`src/rtl/cp0_pkg.sv`:
```
// cp0_pkg: shared register numbers, exception codes and field positions
// for the coprocessor-0 block.
package cp0_pkg;

  // CP0 register numbers (mfc0/mtc0 rd field)
  localparam logic [4:0] CP0_BADVADDR = 5'd8;
  localparam logic [4:0] CP0_COUNT    = 5'd9;
  localparam logic [4:0] CP0_COMPARE  = 5'd11;
  localparam logic [4:0] CP0_SR       = 5'd12;
  localparam logic [4:0] CP0_CAUSE    = 5'd13;
  localparam logic [4:0] CP0_EPC      = 5'd14;
  localparam logic [4:0] CP0_PRID     = 5'd15;

  // Exception codes; EXC_NONE marks an M-stage instruction with no fault
  typedef enum logic [4:0] {
    EXC_INT     = 5'd0,
    EXC_ADEL    = 5'd4,
    EXC_ADES    = 5'd5,
    EXC_SYSCALL = 5'd8,
    EXC_RI      = 5'd10,
    EXC_OV      = 5'd12,
    EXC_NONE    = 5'd31
  } exc_code_e;

  // SR field positions
  localparam int SR_IE     = 0;
  localparam int SR_EXL    = 1;
  localparam int SR_IM_LO  = 10;

  // Cause field positions
  localparam int CAUSE_BD     = 31;
  localparam int CAUSE_TI     = 30;
  localparam int CAUSE_DC     = 27;
  localparam int CAUSE_IP_LO  = 10;
  localparam int CAUSE_EXC_LO = 2;

  // Address-error codes are the only ones that capture BadVAddr
  function automatic logic is_addr_exc(input logic [4:0] code);
    return (code == EXC_ADEL) || (code == EXC_ADES);
  endfunction

endpackage

```
`src/rtl/cp0_timer.sv`:
```
// cp0_timer: Count/Compare timer with the sticky TI flag. Count free-runs
// unless disabled by DC; a Compare write clears TI and wins over a match.
module cp0_timer (
  input  logic        clk,
  input  logic        reset,
  input  logic        dc,
  input  logic        count_we,
  input  logic        compare_we,
  input  logic [31:0] wdata,
  output logic [31:0] count,
  output logic [31:0] compare,
  output logic        ti
);

  // Count/Compare/TI state; match uses the pre-increment registered values
  always_ff @(posedge clk) begin
    // NOTE: sequential state uses non-blocking assignments so every register
    // samples the pre-edge values, independent of statement order.
    if (reset) begin
      count   <= '0;
      compare <= '1;
      ti      <= 1'b0;
    end else begin
      if (count_we)
        count <= wdata;
      else if (!dc)
        count <= count + 32'd1;

      if (compare_we) begin
        compare <= wdata;
        ti      <= 1'b0;
      end else if (count == compare) begin
        ti      <= 1'b1;
      end
    end
  end

endmodule

```
`src/rtl/cp0_gen2.sv`:
```
// cp0_gen2: coprocessor 0 beside the M stage. Owns SR, Cause, EPC, BadVAddr
// and PRId; raises req for interrupts/exceptions with interrupts first.
// Build option: define CP0_TIMER_EN to add Count/Compare and the TI line.
module cp0_gen2
  import cp0_pkg::*;
#(
  parameter int          NUM_HWINT  = 6,
  parameter int          TIMER_LINE = 5,
  parameter logic [31:0] PRID_VALUE = 32'h0000_0720
) (
  input  logic                 clk,
  input  logic                 reset,
  input  logic                 we,
  input  logic [4:0]           addr,
  input  logic [31:0]          wdata,
  output logic [31:0]          rdata,
  input  logic [31:0]          vpc,
  input  logic                 bd_in,
  input  logic [4:0]           exc_code,
  input  logic [31:0]          bad_vaddr_in,
  input  logic [NUM_HWINT-1:0] hw_int,
  input  logic                 eret,
  output logic [31:0]          epc_out,
  output logic                 req,
  output logic                 timer_irq
);

  logic [5:0]           sr_im_q;
  logic                 sr_exl_q, sr_ie_q;
  logic                 cause_bd_q;
  logic [NUM_HWINT-1:0] cause_ip_q;
  logic [4:0]           cause_exc_q;
  logic [31:0]          epc_q, badvaddr_q;

  logic [31:0]          count_val, compare_val;
  logic                 dc_q;

  logic [NUM_HWINT-1:0] merged_hw, pend;
  logic                 sr_write;
  logic [5:0]           eff_im;
  logic                 eff_exl, eff_ie;
  logic                 int_req, exc_req;
  logic [4:0]           final_code;
  logic [31:0]          sr_word, cause_word;

`ifdef CP0_TIMER_EN
  logic count_we, compare_we;

  // Timer writes share the mtc0 rule: dropped when an exception is taken
  assign count_we   = we && !req && (addr == CP0_COUNT);
  assign compare_we = we && !req && (addr == CP0_COMPARE);

  cp0_timer u_timer (
    .clk        (clk),
    .reset      (reset),
    .dc         (dc_q),
    .count_we   (count_we),
    .compare_we (compare_we),
    .wdata      (wdata),
    .count      (count_val),
    .compare    (compare_val),
    .ti         (timer_irq)
  );

  // Cause.DC is the only writable Cause bit
  always_ff @(posedge clk) begin
    if (reset)
      dc_q <= 1'b0;
    else if (we && !req && (addr == CP0_CAUSE))
      dc_q <= wdata[CAUSE_DC];
  end
`else
  assign count_val   = '0;
  assign compare_val = '0;
  assign dc_q        = 1'b0;
  assign timer_irq   = 1'b0;
`endif

  // Request logic, using SR fields bypassed from a same-cycle mtc0
  always_comb begin
    // NOTE: every always_comb output gets a default first so no path
    // leaves a value held, which would infer a latch.
    merged_hw             = hw_int;
    merged_hw[TIMER_LINE] = hw_int[TIMER_LINE] | timer_irq;

    sr_write = we && (addr == CP0_SR);
    eff_im   = sr_write ? wdata[SR_IM_LO +: 6] : sr_im_q;
    eff_exl  = sr_write ? wdata[SR_EXL]        : sr_exl_q;
    eff_ie   = sr_write ? wdata[SR_IE]         : sr_ie_q;

    pend       = merged_hw & eff_im[NUM_HWINT-1:0];
    int_req    = (|pend) && !eff_exl && eff_ie;
    exc_req    = (exc_code != EXC_NONE) && !eff_exl;
    req        = int_req || exc_req;
    final_code = int_req ? 5'(EXC_INT) : exc_code;
  end

  // Architectural register updates: req > mtc0 > eret
  always_ff @(posedge clk) begin
    if (reset) begin
      sr_im_q     <= '0;
      sr_exl_q    <= 1'b0;
      sr_ie_q     <= 1'b0;
      cause_bd_q  <= 1'b0;
      cause_ip_q  <= '0;
      cause_exc_q <= '0;
      epc_q       <= '0;
      badvaddr_q  <= '0;
    end else begin
      cause_ip_q <= merged_hw;
      if (req) begin
        epc_q       <= bd_in ? (vpc - 32'd4) : vpc;
        cause_bd_q  <= bd_in;
        cause_exc_q <= final_code;
        sr_exl_q    <= 1'b1;
        if (is_addr_exc(final_code))
          badvaddr_q <= bad_vaddr_in;
      end else begin
        // eret first so a same-cycle SR write overrides EXL
        if (eret)
          sr_exl_q <= 1'b0;
        if (we) begin
          case (addr)
            CP0_SR: begin
              sr_im_q  <= wdata[SR_IM_LO +: 6];
              sr_exl_q <= wdata[SR_EXL];
              sr_ie_q  <= wdata[SR_IE];
            end
            CP0_EPC: epc_q <= wdata;
            default: ;
          endcase
        end
      end
    end
  end

  // Read-side register images and the mfc0 mux
  always_comb begin
    sr_word                = '0;
    sr_word[SR_IM_LO +: 6] = sr_im_q;
    sr_word[SR_EXL]        = sr_exl_q;
    sr_word[SR_IE]         = sr_ie_q;

    cause_word                           = '0;
    cause_word[CAUSE_BD]                 = cause_bd_q;
    cause_word[CAUSE_TI]                 = timer_irq;
    cause_word[CAUSE_DC]                 = dc_q;
    cause_word[CAUSE_IP_LO +: NUM_HWINT] = cause_ip_q;
    cause_word[CAUSE_EXC_LO +: 5]        = cause_exc_q;

    case (addr)
      CP0_BADVADDR: rdata = badvaddr_q;
      CP0_COUNT:    rdata = count_val;
      CP0_COMPARE:  rdata = compare_val;
      CP0_SR:       rdata = sr_word;
      CP0_CAUSE:    rdata = cause_word;
      CP0_EPC:      rdata = epc_q;
      CP0_PRID:     rdata = PRID_VALUE;
      default:      rdata = '0;
    endcase

    epc_out = (we && (addr == CP0_EPC)) ? wdata : epc_q;
  end

endmodule

```
`config.mk`:
```
export PLATFORM = sky130hd
export DESIGN_NAME = cp0_gen2
export DESIGN_NICKNAME = d
export VERILOG_FILES = /design/src/rtl/cp0_pkg.sv /design/src/rtl/cp0_timer.sv /design/src/rtl/cp0_gen2.sv
export SDC_FILE = /design/constraint.sdc
export NUM_CORES = 1
export LEC_CHECK = 0
export BUFFER_PORTS_ARGS = -buffer_cell sky130_fd_sc_hd__buf_2
export CORE_MARGIN = 10
export CORE_UTILIZATION = 50
export DETAILED_ROUTE_END_ITERATION = 7
export MAX_ROUTING_LAYER = met4
export PLACE_DENSITY = 0.81
export SYNTH_ARGS = -nofsm -noshare
export SYNTH_HDL_FRONTEND = slang
export SYNTH_HIERARCHICAL = 1
export SYNTH_SLANG_ARGS = --single-unit
```
`constraint.sdc`:
```
create_clock -name clk -period 2.17 [get_ports clk]
set_input_delay 0.217 -clock clk [delete_from_list [all_inputs] [get_ports clk]]
set_output_delay 0.217 -clock clk [all_outputs]
set_load 0.005 [all_outputs]
```
## After elaboration in Yosys (flattened, before gate mapping)

Index checks and enable logic that the tools add are counted.
W data, S select, Z words.

- Flip-flop bits (word level): 84
- Input port bits: 117
- Output and inout bits: 66
- Word-level logic and storage cells: 47

- Add/subtract/negate cells: 1
- Equal/unequal tests: 8
- Mux-type cells: 14
- Bitwise logic cells: 2
- Reduce and logical (&&, ||, !) cells: 14

Operators by type and width:

| kind | number |
|---|---|
| $mux W32 | 5 |
| $pmux W32 S5 | 1 |
| $sub A32 B3 Y32 const B | 1 |
| $eq A5 B4 Y1 const B | 5 |
| $eq A5 B3 Y1 const B | 2 |
| $and A6 B6 Y6 | 1 |
| $mux W1 | 6 |
| $mux W6 | 1 |
| $reduce_or A6 Y1 | 1 |
| $logic_and A1 B1 Y1 | 5 |
| $mux W5 | 1 |
| $ne A5 B5 Y1 const B | 1 |
| $reduce_and A2 Y1 | 2 |
| $reduce_bool A2 Y1 | 2 |
| $reduce_and A3 Y1 | 1 |
| $logic_or A1 B1 Y1 | 2 |
| $logic_not A1 Y1 | 1 |
| $not A1 Y1 | 1 |

## Longest topological paths before layout

- Depth after elaboration: 11
- Gate-level depth with buffers: 8
- Gate-level depth less buffers: 7

## Least setup slack after synthesis

Ideal clock, no wire load.

- Path kind: input-to-reg
- Start point: input vpc[22]
- End point: register epc_q[31]
- Arrival: 1863 ps
- Data required time: 2038 ps
- Slack: 176 ps
- Cell stages on the path: 6
- Cells stage by stage: or4_1 -> nand2b_1 -> or4_1 -> o31a_1 -> o21ai_0 -> mux2i_1

- Longest elaborated chain between the ends: 3

RTL lines:

| item | line | RTL |
|---|---|---|
| start, declared | cp0_gen2.sv:17 | `input logic [31:0] vpc,` |
| $sub A32 B3 Y32 | cp0_gen2.sv:112 | `epc_q <= bd_in ? (vpc - 32'd4) : vpc;` |
| $mux W32 | cp0_gen2.sv:112 |  |
| $mux W32 | cp0_gen2.sv:111 | `if (req) begin` |
| end signal, assigned | cp0_gen2.sv:112 |  |
| end signal, assigned | cp0_gen2.sv:129 | `CP0_EPC: epc_q <= wdata;` |
| end, declared | cp0_gen2.sv:33 | `logic [31:0] epc_q, badvaddr_q;` |

Every way passes these cells.
A chain may end at the register's enable or synchronous reset.

## Final worst setup path

- Start point: input addr[1]
- End point: output req

- Longest elaborated chain between the ends: 8

RTL lines:

| item | line | RTL |
|---|---|---|
| start, declared | cp0_gen2.sv:14 | `input logic [4:0] addr,` |
| $eq A5 B4 Y1 * | cp0_gen2.sv:86 | `sr_write = we && (addr == CP0_SR);` |
| $logic_and A1 B1 Y1 * | cp0_gen2.sv:86 |  |
| $mux W6 | cp0_gen2.sv:87 | `eff_im = sr_write ? wdata[SR_IM_LO +: 6] : sr_im_q;` |
| $and A6 B6 Y6 | cp0_gen2.sv:91 | `pend = merged_hw & eff_im[NUM_HWINT-1:0];` |
| $reduce_or A6 Y1 | cp0_gen2.sv:92 | `int_req = (\|pend) && !eff_exl && eff_ie;` |
| $logic_and A1 B1 Y1 (2 in a row) | cp0_gen2.sv:92 |  |
| $logic_or A1 B1 Y1 * | cp0_gen2.sv:94 | `req = int_req \|\| exc_req;` |
| end, declared | cp0_gen2.sv:24 | `output logic req,` |

Mark *: on every way between the ends. The rest lies on a longest branch, timed or not.

==> results.toml <==
[global_route]
grt_pass1_vias = 5381
grt_pass1_wl_mm = 27.8
overflow = 0
grt_use_total_pct = 24.1
grt_max_degree = 69
grt_antenna_before_repair = 0

[floorplan]
core-area_um2 = 9770
die_y_um = 120
num_rows = 36
die_area_um2 = 14400
start_util_pct = 51.3
ios = 183
die_w_um = 120

[power]
power_frac_seq_pct = 46.1
combPwrFrac_pct = 24.8
p_sw_share_pct = 30.6
p_sw_mw = 1.17
power.total_mw = 3.83
intPower_mw = 2.66
vdd_drop_max_mv = 0.414
power.leakage_nw = 2.81
power.density_nw_per_um2 = 592
pwr-share-clk_pct = 29.1

[timing]
maxSlewViolCount = 0
fin_crit_ns = 2.05
setup_viol = 0
period_share_pct = 94.6
finalHoldViolCount = 0
setup_tns_ns = 0
finalClockSkew_ns = 0.0116
rsz0062_at_grt = "no"
max_freq_mhz = 487

[final_layout]
final_layout_size_suffix_gt1_share_pct = 37.5
layout_common_cells = "181 x buf_2, 116 x nand2_1, 84 x dfxtp_1"
post-route-util_pct = 66.2
diodes = 0
nNetsFinal = 868
mostFrequentLayoutCell = "buf_2"
stdcell_area_um2 = 6470
multi_input_area_um2 = 3120
area_growth_pct = 29.0
num-fill-cells = 830
finalNonFillerCells = 888
seqCellArea_um2 = 1680

[synth]
synth_top_area_share_pct = 33.5
syn_inst = 567
yosys_warnings = 6
ys_types = 62
synthTopCellsByArea = "dfxtp_1 34%, mux2i_1 8.8%, nand2_1 8.7%"
synth-async-reset-ratio_pct = 0
ys_ff_latch = 84
seq_area_frac_synth_pct = 33.5
post_synth.cell_area_avg_um2 = 8.85
ys.flop_type = "dfxtp_1"
netlist_area_um2 = 5020
synth_edf_count = 0
synth_top_area_cell = "dfxtp_1"
syn_nets = 685

[status]
outcome = "finished clean"

[clock_network]
clk_pin_slew_ns = 0.09
postCtsSetupBuffers = 0
cts.sinks = 84
cts_resized = 0
cts_tree = "done"
ctsRootBufferMaster = "clkbuf_8"
cts_buffers = 9
ctsHoldBuffers = 0
h-tree-depth = 3
clk_path_buf_depth = 2
clk_latency_ns = 0.35

[min_path]
hold_path.class = "in -> reg"
hold_depth = 3

[place]
dp_hpwl_mm = 13.8
place_area_um2 = 6280
gp_routability_congestion = 0.971
io_buffers = 181
dp.cells = 872

[critical_path]
reg2regPathDepth = 6
cp-start-kind = "primary input"
critPathKind = "in -> out"
required_ns = 1.95
cp_data_arrival_time_ns = 1.84
end_kind = "output port"
path_max_fanout = 6

[flow_run]
drv_cap = 0

[routing]
drt-initial-drc-count = 525
drt-total-wl_mm = 17.6
drtAntennaViolNets = 0
drc = 0
vias = 5142
viasPerCell = 5.79
avgRoutedWirePerCell_um = 19.8
dr.pass1.iters = 7
[path summary, 6_finish.rpt]
kind / startpoint / endpoint / slack [ns]
min reg2reg: badvaddr_q[3] / badvaddr_q[3] / 0.46
max: addr[1] / req / 0.12
max reg2reg: sr_im_q[4] / epc_q[5] / 0.42
min: bad_vaddr_in[23] / badvaddr_q[23] / 0.10
[logic make-up (layout without fill, tap and decap cells)]
group,after synthesis,after routing,share of synthesized area (%)
compound gates,117,117,20.3
flops,84,84,33.5
buf+inv,56,244,4.86
mux,78,78,16.4
other cells,1,1,0.0748
xor+xnor,27,27,4.71
simple gates,203,203,19.9
fa+ha+maj,1,1,0.249
[metrics by stage]
stage / hold slack (ns) / worst slack, ns
finish: 0.104 / 0.117
global route: 0.102 / 0.0127
CTS: 0.101 / 0.0195
detailed placement: 0.447 / 0.0134
global placement: 0.442 / 0.0351
floorplan: 0.289 / 0.176
[registers in the layout, indices dropped and copies added (netlist names)]
| register | cells |
|---|---|
| sr_ie_q | 1 |
| sr_im_q | 6 |
| cause_ip_q | 6 |
| badvaddr_q | 32 |
| cause_bd_q | 1 |
| cause_exc_q | 5 |
| sr_exl_q | 1 |
| epc_q | 32 |
[Yosys cell counts, types with 2 or more instances]
library cell / instances
a222oi_1: 7
dfxtp_1: 84
o311a_1: 30
clkbuf_1: 33
nand2_1: 116
a22oi_1: 8
mux2i_1: 44
nor3_1: 18
xor2_1: 6
a22o_1: 16
nand4b_1: 3
nor3b_1: 2
buf_2: 9
nor4_1: 10
or3_1: 2
o21ai_0: 5
o22ai_1: 2
nor2b_1: 7
or4_1: 3
o21ai_1: 3
mux2_1: 4
mux2_2: 30
nand3_1: 5
nand3b_1: 2
xnor2_1: 21
buf_4: 4
inv_1: 8
a31oi_1: 2
o211ai_1: 29
and2_1: 2
a31oi_2: 2
nand2b_1: 5
nor2_1: 16
[power by group through the flow]
stage	registers (mW)	clock network, mW	logic (mW)
after floorplan	1.75	0	0.536
after global placement	1.79	0	0.922
after detailed placement	1.80	0	0.944
after CTS	1.76	1.11	0.948
after global routing	1.78	1.18	1.04
final	1.77	1.11	0.949
[final cells by class]
class	count	share of cell area (%)
flip-flops and latches	84	26.0
clock buffers	9	1.91
repair buffers	219	19.8
clock inverters	7	1.04
multi-input cells	427	48.2
well taps	133	2.57
inverters	9	0.522
[critical path, cell delays in order]
cell      delay (ns)
buf_2           0.15
or3b_4          0.42
nor3_1          0.36
nor3_4          0.07
nand3b_4        0.21
o21ai_1         0.22
inv_1           0.06
buf_2           0.13
[per-layer routing]
metal / GRT usage (%) / part of all wire (%) / up-vias
met4: 8.30 / 2.0 / 0
li1: - / - / 2464
met2: 38.1 / 48 / 222
met1: 30.1 / 43 / 2424
met3: 4.59 / 6.8 / 32
met5: - / 0 / -
Power figures use the tool's default switching activity.
